--- src/rtl/spram_tester_pkg.sv ---
// Shared types and helpers for the SPRAM built-in self-test.
// State encoding and the address-to-pattern function live here.
package spram_tester_pkg;

  localparam int DATA_W = 16;

  typedef enum logic [2:0] {
    IDLE  = 3'd0,
    WRITE = 3'd1,
    READ  = 3'd2,
    CHECK = 3'd3,
    DONE  = 3'd4
  } state_e;

  function automatic logic [DATA_W-1:0] pat(
    input logic [DATA_W-1:0] a,
    input logic [DATA_W-1:0] key
  );
    return a ^ key;
  endfunction

endpackage

--- src/rtl/spram_tester_cmp.sv ---
// One-cycle readback compare: registers the issued address,
// checks returning data, keeps error count and first-error address.
module spram_tester_cmp
  import spram_tester_pkg::*;
#(
  parameter int          ADDR_W  = 17,
  parameter logic [15:0] XOR_KEY = 16'hA5A5
) (
  input  logic              clk,
  input  logic              rst_n,
  input  logic              clr,
  input  logic              issue,
  input  logic [ADDR_W-1:0] addr,
  input  logic [DATA_W-1:0] rdata,
  output logic [DATA_W-1:0] err_count,
  output logic [ADDR_W-1:0] first_err_addr
);

  logic              vld_q, vld_d;
  logic [ADDR_W-1:0] addr_q, addr_d;
  logic [DATA_W-1:0] exp_q, exp_d;
  logic [DATA_W-1:0] err_q, err_d;
  logic [ADDR_W-1:0] first_q, first_d;
  logic              mis;

  always_comb begin
    vld_d   = issue & ~clr;
    addr_d  = addr;
    exp_d   = pat(16'(addr), XOR_KEY);
    err_d   = err_q;
    first_d = first_q;
    mis     = vld_q && (rdata != exp_q);
    if (clr) begin
      err_d   = '0;
      first_d = '0;
    end else if (mis) begin
      if (err_q != 16'hFFFF) err_d = err_q + 16'd1;
      if (err_q == 16'd0) first_d = addr_q;
    end
  end

  always_ff @(posedge clk or negedge rst_n) begin
    if (!rst_n) begin
      vld_q   <= 1'b0;
      addr_q  <= '0;
      exp_q   <= '0;
      err_q   <= '0;
      first_q <= '0;
    end else begin
      vld_q   <= vld_d;
      addr_q  <= addr_d;
      exp_q   <= exp_d;
      err_q   <= err_d;
      first_q <= first_d;
    end
  end

  assign err_count      = err_q;
  assign first_err_addr = first_q;

endmodule

--- src/rtl/spram_tester.sv ---
// SPRAM BIST sequencer: fill with addr^key, read back, report.
// Compare pipeline and error bookkeeping sit in spram_tester_cmp.
module spram_tester
  import spram_tester_pkg::*;
#(
  parameter int          ADDR_W    = 17,
  parameter int          NUM_WORDS = 16,
  parameter logic [15:0] XOR_KEY   = 16'hA5A5
) (
  input  logic              clk,
  input  logic              resetn,
  input  logic              start,
  output logic [ADDR_W-1:0] mem_addr,
  output logic              mem_wren,
  output logic [DATA_W-1:0] mem_wdata,
  input  logic [DATA_W-1:0] mem_rdata,
  output logic              busy,
  output logic              done,
  output logic              pass,
  output logic [DATA_W-1:0] err_count,
  output logic [ADDR_W-1:0] first_err_addr
);

  localparam logic [ADDR_W-1:0] LAST = ADDR_W'(NUM_WORDS - 1);

  state_e            state_q, state_d;
  logic [ADDR_W-1:0] addr_q, addr_d;
  logic              go;

  always_comb begin
    state_d = state_q;
    addr_d  = addr_q;
    go      = 1'b0;
    unique case (state_q)
      IDLE, DONE: begin
        if (start) begin
          go      = 1'b1;
          state_d = WRITE;
          addr_d  = '0;
        end
      end
      WRITE: begin
        if (addr_q == LAST) begin
          state_d = READ;
          addr_d  = '0;
        end else begin
          addr_d = addr_q + ADDR_W'(1);
        end
      end
      READ: begin
        if (addr_q == LAST) begin
          state_d = CHECK;
          addr_d  = '0;
        end else begin
          addr_d = addr_q + ADDR_W'(1);
        end
      end
      CHECK:   state_d = DONE;
      default: state_d = IDLE;
    endcase
  end

  always_ff @(posedge clk or negedge resetn) begin
    if (!resetn) begin
      state_q <= IDLE;
      addr_q  <= '0;
    end else begin
      state_q <= state_d;
      addr_q  <= addr_d;
    end
  end

  assign mem_addr  = addr_q;
  assign mem_wren  = (state_q == WRITE);
  assign mem_wdata = mem_wren ? pat(16'(addr_q), XOR_KEY) : '0;
  assign busy      = (state_q == WRITE) || (state_q == READ)
                  || (state_q == CHECK);
  assign done      = (state_q == DONE);
  assign pass      = done && (err_count == 16'd0);

  spram_tester_cmp #(
    .ADDR_W  (ADDR_W),
    .XOR_KEY (XOR_KEY)
  ) u_cmp (
    .clk            (clk),
    .rst_n          (resetn),
    .clr            (go),
    .issue          (state_q == READ),
    .addr           (addr_q),
    .rdata          (mem_rdata),
    .err_count      (err_count),
    .first_err_addr (first_err_addr)
  );

endmodule
--- config.mk ---
export PLATFORM = sky130hd
export DESIGN_NAME = spram_tester
export DESIGN_NICKNAME = d
export VERILOG_FILES = /design/src/rtl/spram_tester_pkg.sv /design/src/rtl/spram_tester_cmp.sv /design/src/rtl/spram_tester.sv
export SDC_FILE = /design/constraint.sdc
export NUM_CORES = 1
export LEC_CHECK = 0
export BUFFER_PORTS_ARGS = -buffer_cell sky130_fd_sc_hd__buf_2
export CAP_MARGIN = 20
export CORE_MARGIN = 2
export CORE_UTILIZATION = 54
export CTS_BUF_LIST = sky130_fd_sc_hd__clkbuf_4 sky130_fd_sc_hd__clkbuf_8 sky130_fd_sc_hd__clkbuf_16
export CTS_CLUSTER_DIAMETER = 150
export DETAILED_ROUTE_END_ITERATION = 8
export GPL_ROUTABILITY_DRIVEN = 0
export PLACE_DENSITY = 0.88
export SLEW_MARGIN = 20
export SYNTH_ARGS = -nofsm -noshare
export SYNTH_HDL_FRONTEND = slang
export SYNTH_SLANG_ARGS = --single-unit
--- constraint.sdc ---
create_clock -name clk -period 2.4 [get_ports clk]
set_input_delay 0.48 -clock clk [delete_from_list [all_inputs] [get_ports clk]]
set_output_delay 0.48 -clock clk [all_outputs]
set_load 0.02 [all_outputs]
==> impl_metrics.yaml <==
run_status:
  run_status: "finished, final reports clean"
sta:
  fin_worst_skew_ps: 15.7
  final_hold_viol_count: 0
  setup-violations-final: 0
  grt_setup_unrepaired: "no"
  max_clock_freq_ghz: 0.444
  setup_tns_ps: 0
  final-max-slew-violation-count: 0
  worst_pin_slew_ps: 609
  timing.final.ws_setup_ps: 149
  max_slew_margin_pct: 59.4
  period_utilization_pct: 93.8
  minimum_clock_period_ps: 2250
cts:
  clkSinkCount: 79
  cts_root_buffer: "sky130_fd_sc_hd__clkbuf_8"
  clk_path_buf_depth: 2
  cts_resized: 0
  cts_post_setup_buffers_inserted: 0
  tritoncts_clock_tree: "done"
  cts.reportedPaths.clkPinSlew_ps: 90
  ctsHtreeMaxLevel: 3
  clk_latency_ps: 360
  post_cts_hold_buffer_count: 0
  cts_buffers: 9
pwr:
  power_frac_clock_pct: 21.3
  power_density_over_the_cells_mw_per_mm2: 904
  net-switching-power_w: 0.00171
  power_leakage_nw: 2.11
  share_of_total_power_consumed_by_net_switching_pct: 41.8
  cell_internal_pwr_w: 0.00238
  irDropWorstVdd_v: 0.000631
  share_comb_of_total_power_pct: 40.1
  pwr-share-seq_pct: 38.6
drt:
  first_pass_iters: 5
  detail_route_antenna_nets: 0
  drc_errors: 0
  detail_route.iter0.violations: 303
  routed-via-count: 3368
  wirelength_mm: 9.72
  wl_per_cell_um: 17.0
  drt-vias-per-instance: 5.91
grt:
  grt.overflow.total: 0
  first_global_vias: 3189
  grt_util_all_layers_pct: 26.1
  antenna_violations_before_repair: 0
  pin_count_of_the_biggest_net_entering_global_routing: 43
  grt_pass1_wl_mm: 15.5
floorplanning:
  fp-row-count: 30
  initial_utilization_pct: 56.2
  io_pins: 89
  die_area_mm2: 0.00784
  floorplan.die.width_um: 88.5
  height_of_the_chip_um: 88.5
  fp.coreArea_mm2: 0.00687
cells_and_area:
  drive_above_1_share_pct: 26.8
  antenna-diode-count: 0
  areaGrowthSynthToFinish_pct: 17.3
  final_cell_area_mm2: 0.00453
  nets: 491
logic_synthesis:
  synth.mux.area_fraction_pct: 0.259
  synth_warnings: 0
  synth_simple_gate_area_share_pct: 22.1
  synth-xor-area-share_pct: 6.13
  synth_compound_area_share_pct: 13.2
  synth-seq-area-share_pct: 51.2
  synth_seq_cells: 79
  edff_count_synth: 0
  synth_top_family_by_area: "simple AND/OR/NAND/NOR gates"
  per_instance_average_area_after_synthesis_um2: 9.97
  post_synth_fa_ha_maj_area_fraction_pct: 0.972
  postSynthNetCount: 409
  synth-main-ff-cell: "sky130_fd_sc_hd__dfrtp_1"
  synthesis.instances: 387
  ys_async_sr_fraction_pct: 100
  netlist-cell-type-count: 50
  synth.cell_area_mm2: 0.00386
critical_path:
  data_arrival_time_of_the_critical_path_ps: 1770
  crit_type: "reg2out"
  crit_path_start_kind: "register"
  crit_fanout: 5
  critPathRequiredTime_ps: 1920
  worst_setup_path_end_kind: "primary output"
  reg2regPathDepth: 6
min_path:
  min_path_type: "in2async"
place:
  detailed_place.area_mm2: 0.00436
  preCtsSetupSlack_ps: 262
  place.detailed.hpwl_mm: 7.01
  io_buffers: 88
run:
  cap_violations: 0
## layer usage
layer / vias to the layer above / global-route usage [%] / share of wire [%]
li1: 1545 / - / -
met1: 1647 / 33.6 / 40
met2: 149 / 42.6 / 51
met3: 27 / 5.69 / 6.8
met4: 0 / 11.4 / 2.2
met5: - / 0 / 0
## through the flow
| step | utilization (%) | instances | hold WS (ps) | total power [W] |
|---|---|---|---|---|
| floorplan | - | 387 | 184 | 0.00272 |
| global placement | 63.4 | 554 | 474 | 0.00316 |
| detailed placement | 63.4 | 554 | 476 | 0.00323 |
| CTS | 65.9 | 570 | 95.6 | 0.00408 |
| global route | 65.9 | 570 | 119 | 0.00431 |
| finish | 65.9 | 570 | 78.2 | 0.00409 |
## final timing paths
kind,startpoint,to,slack (ps)
min in group clk,start,state_q[2],390
setup reg to reg,u_cmp.err_count[1],u_cmp.err_count[5],330
setup / recovery,u_cmp.err_count[0],pass,150
hold / removal,resetn,u_cmp.err_count[9],80
hold reg to reg,u_cmp.addr_q[0],u_cmp.first_err_addr[0],510
max in group asynchronous,resetn,u_cmp.addr_q[4],1730
## power by group through the flow
| stage | combinational, W | clock [W] | sequential [W] |
|---|---|---|---|
| finish | 0.00164 | 0.000873 | 0.00158 |
| global route | 0.00178 | 0.000934 | 0.00160 |
| CTS | 0.00163 | 0.000875 | 0.00158 |
| detailed placement | 0.00163 | 0 | 0.00160 |
| global placement | 0.00157 | 0 | 0.00159 |
| floorplan | 0.00110 | 0 | 0.00163 |
## registers in the layout, indices dropped and copies added (netlist names)
signal,count
u_cmp.err_count,16
u_cmp.first_err_addr,17
u_cmp.addr_q,17
u_cmp.exp_q,8
state_q,3
u_cmp.vld_q,1
mem_addr,17
## synthesized netlist by cell type, types with 3 or more instances
master / n / area, µm²
sky130_fd_sc_hd__o21ai_0: 3 / 15.0
sky130_fd_sc_hd__o31ai_1: 10 / 75.1
sky130_fd_sc_hd__nand3_1: 29 / 145
sky130_fd_sc_hd__xnor2_1: 27 / 236
sky130_fd_sc_hd__nor3_1: 3 / 15.0
sky130_fd_sc_hd__clkbuf_1: 13 / 48.8
sky130_fd_sc_hd__buf_2: 3 / 15.0
sky130_fd_sc_hd__a21oi_1: 32 / 160
sky130_fd_sc_hd__buf_6: 5 / 56.3
sky130_fd_sc_hd__nand2_1: 21 / 78.8
sky130_fd_sc_hd__nor4b_1: 3 / 26.3
sky130_fd_sc_hd__inv_1: 15 / 56.3
sky130_fd_sc_hd__o21ai_1: 26 / 130
sky130_fd_sc_hd__ha_1: 3 / 37.5
sky130_fd_sc_hd__dfrtp_1: 79 / 1980
sky130_fd_sc_hd__nor2_1: 27 / 101
sky130_fd_sc_hd__nand4_1: 9 / 56.3
sky130_fd_sc_hd__and3_1: 4 / 25.0
sky130_fd_sc_hd__buf_4: 8 / 60.1
sky130_fd_sc_hd__or4_1: 9 / 67.6
sky130_fd_sc_hd__nor4_1: 10 / 62.6
sky130_fd_sc_hd__nor3b_1: 3 / 22.5
sky130_fd_sc_hd__and4_1: 4 / 35.0
sky130_fd_sc_hd__and2_1: 9 / 56.3
sky130_fd_sc_hd__or3_1: 3 / 18.8
## worst max-delay path, cell delays in order, from the launching register on
cell and delay [ps]:
sky130_fd_sc_hd__dfrtp_1 430, sky130_fd_sc_hd__inv_1 100, sky130_fd_sc_hd__ha_1 150, sky130_fd_sc_hd__nor3b_1 230
sky130_fd_sc_hd__nand4_1 160, sky130_fd_sc_hd__nor2_1 170, sky130_fd_sc_hd__buf_2 190
## placed cells by master, fill, tap and decap left out, types with 2 or more instances in the layout
cell type	Yosys	final
sky130_fd_sc_hd__or3_1	3	3
sky130_fd_sc_hd__clkbuf_8	0	9
sky130_fd_sc_hd__clkinv_2	0	3
sky130_fd_sc_hd__and3_1	4	4
sky130_fd_sc_hd__dfrtp_1	79	79
sky130_fd_sc_hd__xnor2_1	27	27
sky130_fd_sc_hd__or2_1	2	2
sky130_fd_sc_hd__nand2_1	21	21
sky130_fd_sc_hd__inv_1	15	15
sky130_fd_sc_hd__and2_1	9	9
sky130_fd_sc_hd__nor3b_1	3	3
sky130_fd_sc_hd__nor3_1	3	3
sky130_fd_sc_hd__o21ai_1	26	26
sky130_fd_sc_hd__clkbuf_4	0	3
sky130_fd_sc_hd__o31ai_1	10	10
sky130_fd_sc_hd__a21oi_1	32	32
sky130_fd_sc_hd__buf_2	3	87
sky130_fd_sc_hd__or4_1	9	9
sky130_fd_sc_hd__nor2_1	27	27
sky130_fd_sc_hd__buf_12	0	2
sky130_fd_sc_hd__nor4_1	10	10
sky130_fd_sc_hd__nand3_1	29	29
sky130_fd_sc_hd__ha_1	3	3
sky130_fd_sc_hd__nor4b_1	3	3
sky130_fd_sc_hd__o21ai_0	3	3
sky130_fd_sc_hd__and4_1	4	4
sky130_fd_sc_hd__nand4_1	9	9
sky130_fd_sc_hd__nor4_2	2	2
sky130_fd_sc_hd__a31oi_1	2	2
sky130_fd_sc_hd__o22ai_1	2	2
sky130_fd_sc_hd__buf_4	8	11
## cells by family (layout without fill, tap and decap cells)
kind of cell	count (synthesis)	after routing
buffers and inverters	44	131
and+or+nand+nor	150	150
muxes	1	1
DFF	79	79
AOI/OAI and AO/OA	83	83
xor gates and xnor gates	27	27
adders and majority gates	3	3
## layout make-up
type,instances,area (µm²)
clock buffer,12,146
clock inverter,4,22.5
fill,525,2340
inverter,15,56.3
multi-input combinational,264,1650
sequential,79,1980
tap,96,120
timing repair buffer,100,558
Note: power is estimated with default switching activity, not from simulation.
